==> src/rtl/aes_pkg.sv <==
// Shared definitions for the AES round-control logic: FSM state type and
// the key-length to round-count mapping.
package aes_pkg;

    typedef enum logic [2:0] {
        IDLE    = 3'd0,
        LOAD    = 3'd1,
        INIT    = 3'd2,
        ROUND   = 3'd3,
        FINAL   = 3'd4,
        CAPTURE = 3'd5,
        DONE    = 3'd6
    } aes_ctrl_state_t;

    // Round counter / key index width; 14 rounds is the largest case.
    localparam int CNT_W = 4;

    // Number of AES rounds for a given key length in bits.
    function automatic logic [CNT_W-1:0] nr_of(input int k);
        case (k)
            192:     nr_of = 4'd12;
            256:     nr_of = 4'd14;
            default: nr_of = 4'd10;
        endcase
    endfunction

endpackage

==> src/rtl/sync_2ff.sv <==
// Two-flop level synchronizer for slow control signals crossing from the
// SPI domain into the local clock domain.
module sync_2ff #(
    parameter int DATA_W = 1
) (
    input  logic              clk,
    input  logic              reset_n,
    input  logic [DATA_W-1:0] d,
    output logic [DATA_W-1:0] q
);

    logic [DATA_W-1:0] meta_p0;
    logic [DATA_W-1:0] sync_p1;

    // First flop may go metastable; only the second flop output is consumed.
    always_ff @(posedge clk) begin
        if (!reset_n) begin
            meta_p0 <= '0;
            sync_p1 <= '0;
        end else begin
            meta_p0 <= d;
            sync_p1 <= meta_p0;
        end
    end

    assign q = sync_p1;

endmodule

==> src/rtl/aes_ctrl.sv <==
// AES round sequencer: waits for the SPI load strobe to fall, then steps the
// round engine through initial key addition, Nr rounds and result capture.
module aes_ctrl
    import aes_pkg::*;
#(
    parameter int K = 128
) (
    input  logic             clk,
    input  logic             reset_n,
    input  logic             load,
    input  logic             dir,
    output logic             init_state,
    output logic             round_en,
    output logic             last_round,
    output logic [CNT_W-1:0] key_idx,
    output logic             dir_q,
    output logic             result_we,
    output logic             done
);

    localparam logic [CNT_W-1:0] NR    = nr_of(K);
    localparam logic [CNT_W-1:0] NR_M1 = NR - 4'd1;

    aes_ctrl_state_t  state;
    aes_ctrl_state_t  state_d;
    logic [CNT_W-1:0] cnt;
    logic [CNT_W-1:0] cnt_d;
    logic             dir_d;
    logic             load_s;

    sync_2ff #(
        .DATA_W (1)
    ) u_load_sync (
        .clk     (clk),
        .reset_n (reset_n),
        .d       (load),
        .q       (load_s)
    );

    // State, round counter and latched direction registers.
    always_ff @(posedge clk) begin
        if (!reset_n) begin
            state <= IDLE;
            cnt   <= '0;
            dir_q <= 1'b0;
        end else begin
            state <= state_d;
            cnt   <= cnt_d;
            dir_q <= dir_d;
        end
    end

    // Next-state, counter update and per-state strobes; a new load during
    // any active phase abandons the operation without writing a result.
    always_comb begin
        state_d    = state;
        cnt_d      = cnt;
        dir_d      = dir_q;
        init_state = 1'b0;
        round_en   = 1'b0;
        last_round = 1'b0;
        result_we  = 1'b0;
        done       = 1'b0;
        case (state)
            IDLE: begin
                if (load_s) state_d = LOAD;
            end
            LOAD: begin
                dir_d = dir;
                cnt_d = '0;
                if (!load_s) state_d = INIT;
            end
            INIT: begin
                init_state = 1'b1;
                cnt_d      = 4'd1;
                state_d    = load_s ? LOAD : ROUND;
            end
            ROUND: begin
                round_en = 1'b1;
                if (cnt != NR) cnt_d = cnt + 4'd1;
                if (load_s)
                    state_d = LOAD;
                else if (cnt == NR_M1)
                    state_d = FINAL;
            end
            FINAL: begin
                round_en   = 1'b1;
                last_round = 1'b1;
                state_d    = load_s ? LOAD : CAPTURE;
            end
            CAPTURE: begin
                result_we = !load_s;
                state_d   = load_s ? LOAD : DONE;
            end
            DONE: begin
                done = !load_s;
                if (load_s) state_d = LOAD;
            end
            default: begin
                state_d = IDLE;
            end
        endcase
    end

    // Decryption walks the key schedule backwards.
    assign key_idx = dir_q ? (NR - cnt) : cnt;

endmodule

==> config.mk <==
export PLATFORM = sky130hd
export DESIGN_NAME = aes_ctrl
export DESIGN_NICKNAME = d
export VERILOG_FILES = /design/src/rtl/aes_pkg.sv /design/src/rtl/sync_2ff.sv /design/src/rtl/aes_ctrl.sv
export SDC_FILE = /design/constraint.sdc
export NUM_CORES = 1
export LEC_CHECK = 0
export CORE_MARGIN = 4
export CORE_UTILIZATION = 52
export CTS_BUF_LIST = sky130_fd_sc_hd__clkbuf_4 sky130_fd_sc_hd__clkbuf_8 sky130_fd_sc_hd__clkbuf_16
export DETAILED_ROUTE_END_ITERATION = 16
export PLACE_DENSITY = 0.8
export SLEW_MARGIN = 0
export SYNTH_ARGS = -nofsm -noshare
export SYNTH_HDL_FRONTEND = slang
export SYNTH_SLANG_ARGS = --single-unit
==> constraint.sdc <==
create_clock -name clk -period 2.8 [get_ports clk]
set_input_delay 0.56 -clock clk [delete_from_list [all_inputs] [get_ports clk]]
set_output_delay 0.56 -clock clk [all_outputs]
set_load 0.02 [all_outputs]
==> report_table.html <==
<table>
<tr><th>Metric</th><th>Value</th></tr>
<tr><th colspan="2">Layout</th></tr>
<tr><td>Number of non-filler instances in the completed layout</td><td>103</td></tr>
<tr><td>Area growth from synthesis to final layout</td><td>22.1%</td></tr>
<tr><td>Design area</td><td>842 um^2</td></tr>
<tr><td>Footprint of the multi-input gates</td><td>439 um^2</td></tr>
<tr><td>Fill cell instance count of the final layout</td><td>108</td></tr>
<tr><td>Storage element area</td><td>200 um^2</td></tr>
<tr><td>Total Nets Final</td><td>98</td></tr>
<tr><td>Count of antenna diodes in the layout</td><td>0</td></tr>
<tr><td>Final core utilization</td><td>71.9%</td></tr>
<tr><td>Layout cell share with drive strength beyond 1</td><td>13.5%</td></tr>
<tr><th colspan="2">Place</th></tr>
<tr><td>Count of port buffers added during placement</td><td>13</td></tr>
<tr><td>Placer Congestion</td><td>0.746</td></tr>
<tr><td>Post-detailed-placement half-perimeter wirelength</td><td>949 um</td></tr>
<tr><td>Number of instances in the placed design</td><td>99</td></tr>
<tr><td>Worst setup timing slack at the placement stage</td><td>587 ps</td></tr>
<tr><td>Dpl cell area</td><td>806 um^2</td></tr>
<tr><th colspan="2">Setup path</th></tr>
<tr><td>Data required time at the worst endpoint</td><td>2240 ps</td></tr>
<tr><td>Element type at the critical path start</td><td>flop</td></tr>
<tr><td>Top fanout value on the critical path</td><td>14</td></tr>
<tr><td>Arrival @ worst endpoint</td><td>1960 ps</td></tr>
<tr><td>Cell at the slowest stage of the critical path</td><td>sky130_fd_sc_hd__dfxtp_1</td></tr>
<tr><td>Slowest stage delay, CP</td><td>620 ps</td></tr>
<tr><td>Worst path depth</td><td>3</td></tr>
<tr><td>Critical Path End Type</td><td>output pin</td></tr>
<tr><td>Cells along the critical path</td><td>and3b_1, or2_2, clkdlybuf4s50_1</td></tr>
<tr><td>Cells on worst reg2reg path</td><td>3</td></tr>
<tr><td>Crit path kind</td><td>flop to output pin</td></tr>
<tr><td>Family of cells with the greatest summed delay on the critical path</td><td>flip-flops</td></tr>
<tr><td>Count of buffering cells on the critical path with inverters included</td><td>1</td></tr>
<tr><th colspan="2">Power</th></tr>
<tr><td>Worst IR drop on VDD</td><td>0.297 mV</td></tr>
<tr><td>PwrDens</td><td>394 nW/um^2</td></tr>
<tr><td>Total leakage power</td><td>0.310 nW</td></tr>
<tr><td>Total Power</td><td>332 uW</td></tr>
<tr><th colspan="2">Route</th></tr>
<tr><td>Total via count after detailed routing</td><td>590</td></tr>
<tr><td>Detailed-router iteration count before antenna repair</td><td>3</td></tr>
<tr><td>Drc violations</td><td>0</td></tr>
<tr><td>Detailed Route Iter0 Violations</td><td>4</td></tr>
<tr><td>DR WL/cell</td><td>13.3 um</td></tr>
<tr><td>Avg Vias per Cell</td><td>5.73</td></tr>
<tr><td>Final ANT Viol Nets</td><td>0</td></tr>
<tr><td>Wirelength, routed</td><td>1370 um</td></tr>
<tr><th colspan="2">Synth</th></tr>
<tr><td>Largest cells by area after synthesis</td><td>sky130_fd_sc_hd__dfxtp_1 (29%), sky130_fd_sc_hd__ha_1 (7.3%), sky130_fd_sc_hd__mux2i_1 (5.8%)</td></tr>
<tr><td>Synth warn</td><td>0</td></tr>
<tr><td>Area share of the largest cell type after synthesis</td><td>29.0%</td></tr>
<tr><td>Sequential share of the synthesized area</td><td>29.0%</td></tr>
<tr><td>Cell taking the most area after synthesis</td><td>sky130_fd_sc_hd__dfxtp_1</td></tr>
<tr><td>Flip-flop and latch count after synthesis</td><td>10</td></tr>
<tr><td>Count of different cell masters after synthesis</td><td>38</td></tr>
<tr><td>Cell area after technology mapping</td><td>689 um^2</td></tr>
<tr><td>Post-synth EDFFs</td><td>0</td></tr>
<tr><td>Synthesized instance count</td><td>77</td></tr>
<tr><td>Proportion of register bits with asynchronous set or reset after synthesis</td><td>0%</td></tr>
<tr><td>Post-synthesis area per instance</td><td>8.95 um^2</td></tr>
<tr><td>Main synth FF type</td><td>sky130_fd_sc_hd__dfxtp_1</td></tr>
<tr><td>Syn_nets</td><td>85</td></tr>
<tr><th colspan="2">Floorplanning</th></tr>
<tr><td>Num ports</td><td>14</td></tr>
<tr><td>Starting utilization of the core area</td><td>58.9%</td></tr>
<tr><td>Core region area</td><td>1170 um^2</td></tr>
<tr><td>Chip Width</td><td>44.4 um</td></tr>
<tr><td>Num rows</td><td>12</td></tr>
<tr><td>Die area</td><td>1970 um^2</td></tr>
<tr><td>Vert. Die Dim</td><td>44.4 um</td></tr>
<tr><th colspan="2">Clock network</th></tr>
<tr><td>Post-CTS setup-driven buffer insertion count</td><td>0</td></tr>
<tr><td>Clock tree from TritonCTS</td><td>built</td></tr>
<tr><td>Clock latency on the worst-skew pair</td><td>270 ps</td></tr>
<tr><td>Maximum number of buffers from clock root to sink</td><td>2</td></tr>
<tr><td>Clock slew at the register clock pins of the worst setup and hold paths</td><td>70 ps</td></tr>
<tr><td>Number of CTS-inserted buffers</td><td>3</td></tr>
<tr><td>CTS root buffer</td><td>sky130_fd_sc_hd__clkbuf_4</td></tr>
<tr><td>Post-CTS resize count</td><td>0</td></tr>
<tr><td>Max H-tree Level</td><td>1</td></tr>
<tr><td>Hold Buf Count CTS</td><td>0</td></tr>
<tr><td>Number of clock sinks</td><td>10</td></tr>
<tr><th colspan="2">Timing</th></tr>
<tr><td>Setup repair after global routing missed its margin</td><td>no</td></tr>
<tr><td>Setup Skew</td><td>2.75 ps</td></tr>
<tr><td>Final hold violation count</td><td>0</td></tr>
<tr><td>Number of endpoints failing setup at the final stage</td><td>0</td></tr>
<tr><td>Final-report max-slew violation count</td><td>0</td></tr>
<tr><td>Post-Route Hold Slack</td><td>439 ps</td></tr>
<tr><td>Minimum clock period after layout</td><td>2520 ps</td></tr>
<tr><td>Slew at the pin with the worst max-slew slack</td><td>482 ps</td></tr>
<tr><td>Maximum achievable frequency</td><td>396 MHz</td></tr>
<tr><td>Setup ws final</td><td>275 ps</td></tr>
<tr><td>Final period utilization</td><td>90.2%</td></tr>
<tr><td>Sum Neg Setup Slack</td><td>0 ps</td></tr>
<tr><td>Relative max-transition margin</td><td>67.8%</td></tr>
<tr><th colspan="2">Outcome</th></tr>
<tr><td>Result of the run</td><td>finished clean</td></tr>
<tr><th colspan="2">GRT</th></tr>
<tr><td>Total Routing Usage GR</td><td>16.6%</td></tr>
<tr><td>Largest net degree at the start of global routing</td><td>15</td></tr>
<tr><td>Number of global-route vias before repair</td><td>569</td></tr>
<tr><td>Global-route wire length before repair</td><td>2450 um</td></tr>
<tr><td>Grt ovf</td><td>0</td></tr>
<tr><td>Initial antenna violation count</td><td>0</td></tr>
<tr><th colspan="2">Flow run</th></tr>
<tr><td># Max-Cap Violations</td><td>0</td></tr>
<tr><th colspan="2">Hold path</th></tr>
<tr><td>Worst hold path cell count</td><td>1</td></tr>
<tr><td>Path type of the worst min-delay path</td><td>flop to flop</td></tr>
</table>
==> cell usage in the layout, fill, tap and decap left out, drive strengths merged, types with 2 or more instances in the layout <==
cell | synthesis | routed
clkdlybuf4s50 | 0 | 13
dfxtp | 10 | 10
o21ai | 7 | 7
nand2 | 5 | 5
inv | 5 | 5
mux2i | 4 | 4
ha | 4 | 4
clkbuf | 1 | 4
and3b | 3 | 3
xnor2 | 3 | 3
and2 | 3 | 3
nor3b | 3 | 3
nand2b | 2 | 2
nor2 | 2 | 2
nand3b | 2 | 2
and2b | 2 | 2
a211oi | 2 | 2
==> cell type report <==
| class | count | share of cell area, % |
|---|---|---|
| flip-flops and latches | 10 | 23.8 |
| clock buffers | 4 | 4.31 |
| well taps | 14 | 2.08 |
| inverters | 5 | 2.23 |
| repair buffers | 13 | 15.5 |
| multi-input cells | 57 | 52.2 |
==> synth_stat cells, drive strengths merged, types with 2 or more instances <==
library cell  number
nor3b              3
xnor2              3
buf                4
nand2b             2
mux2i              4
and2               3
and3b              3
and2b              2
nor2               2
dfxtp             10
nand2              5
nand3b             2
o21ai              7
inv                5
ha                 4
a211oi             2
==> power breakdown <==
group | internal, mW | switching, mW | leakage, nW
Combinational | 0.0237 | 0.0191 | 0.208
Clock | 0.0790 | 0.0550 | 0.0210
Sequential | 0.146 | 0.00911 | 0.0813
==> cells by family after synthesis <==
kind of cell	count (synthesis)	share of synthesized area (%)
and+or+nand+nor	29	29.2
AOI/OAI and AO/OA	16	16.0
buffers and inverters	10	7.26
DFF	10	29.0
adders and majority gates	5	8.89
muxes	4	5.81
xor gates and xnor gates	3	3.81
==> worst register-to-register path, cell delays in order (launching register included) <==
cell and delay (ps):
sky130_fd_sc_hd__dfxtp_1 590, sky130_fd_sc_hd__o21bai_1 200, sky130_fd_sc_hd__a311oi_1 370, sky130_fd_sc_hd__mux2i_1 220
==> flip-flops by register name, indices dropped and copies added, names as in the netlist <==
| signal | cells |
|---|---|
| cnt | 4 |
| dir_q | 1 |
| state | 3 |
| u_load_sync.meta_p0 | 1 |
| u_load_sync.q | 1 |
==> final timing paths <==
path / slack (ps) / endpoint / startpoint
setup / recovery: 280 / round_en / state[2]
hold / removal: 440 / u_load_sync.q / u_load_sync.meta_p0
setup reg to reg: 1360 / cnt[2] / state[1]
hold reg to reg: 440 / u_load_sync.q / u_load_sync.meta_p0
==> layer usage <==
metal  vias to the layer above  global-route usage, %  wire length [um]
li1                        294                      -                 -
met1                       276                   20.4               665
met2                        18                   27.0               616
met3                         2                   4.47                74
met4                         0                   7.23                10
met5                         -                      0                 0
Power figures use the tool's default switching activity.
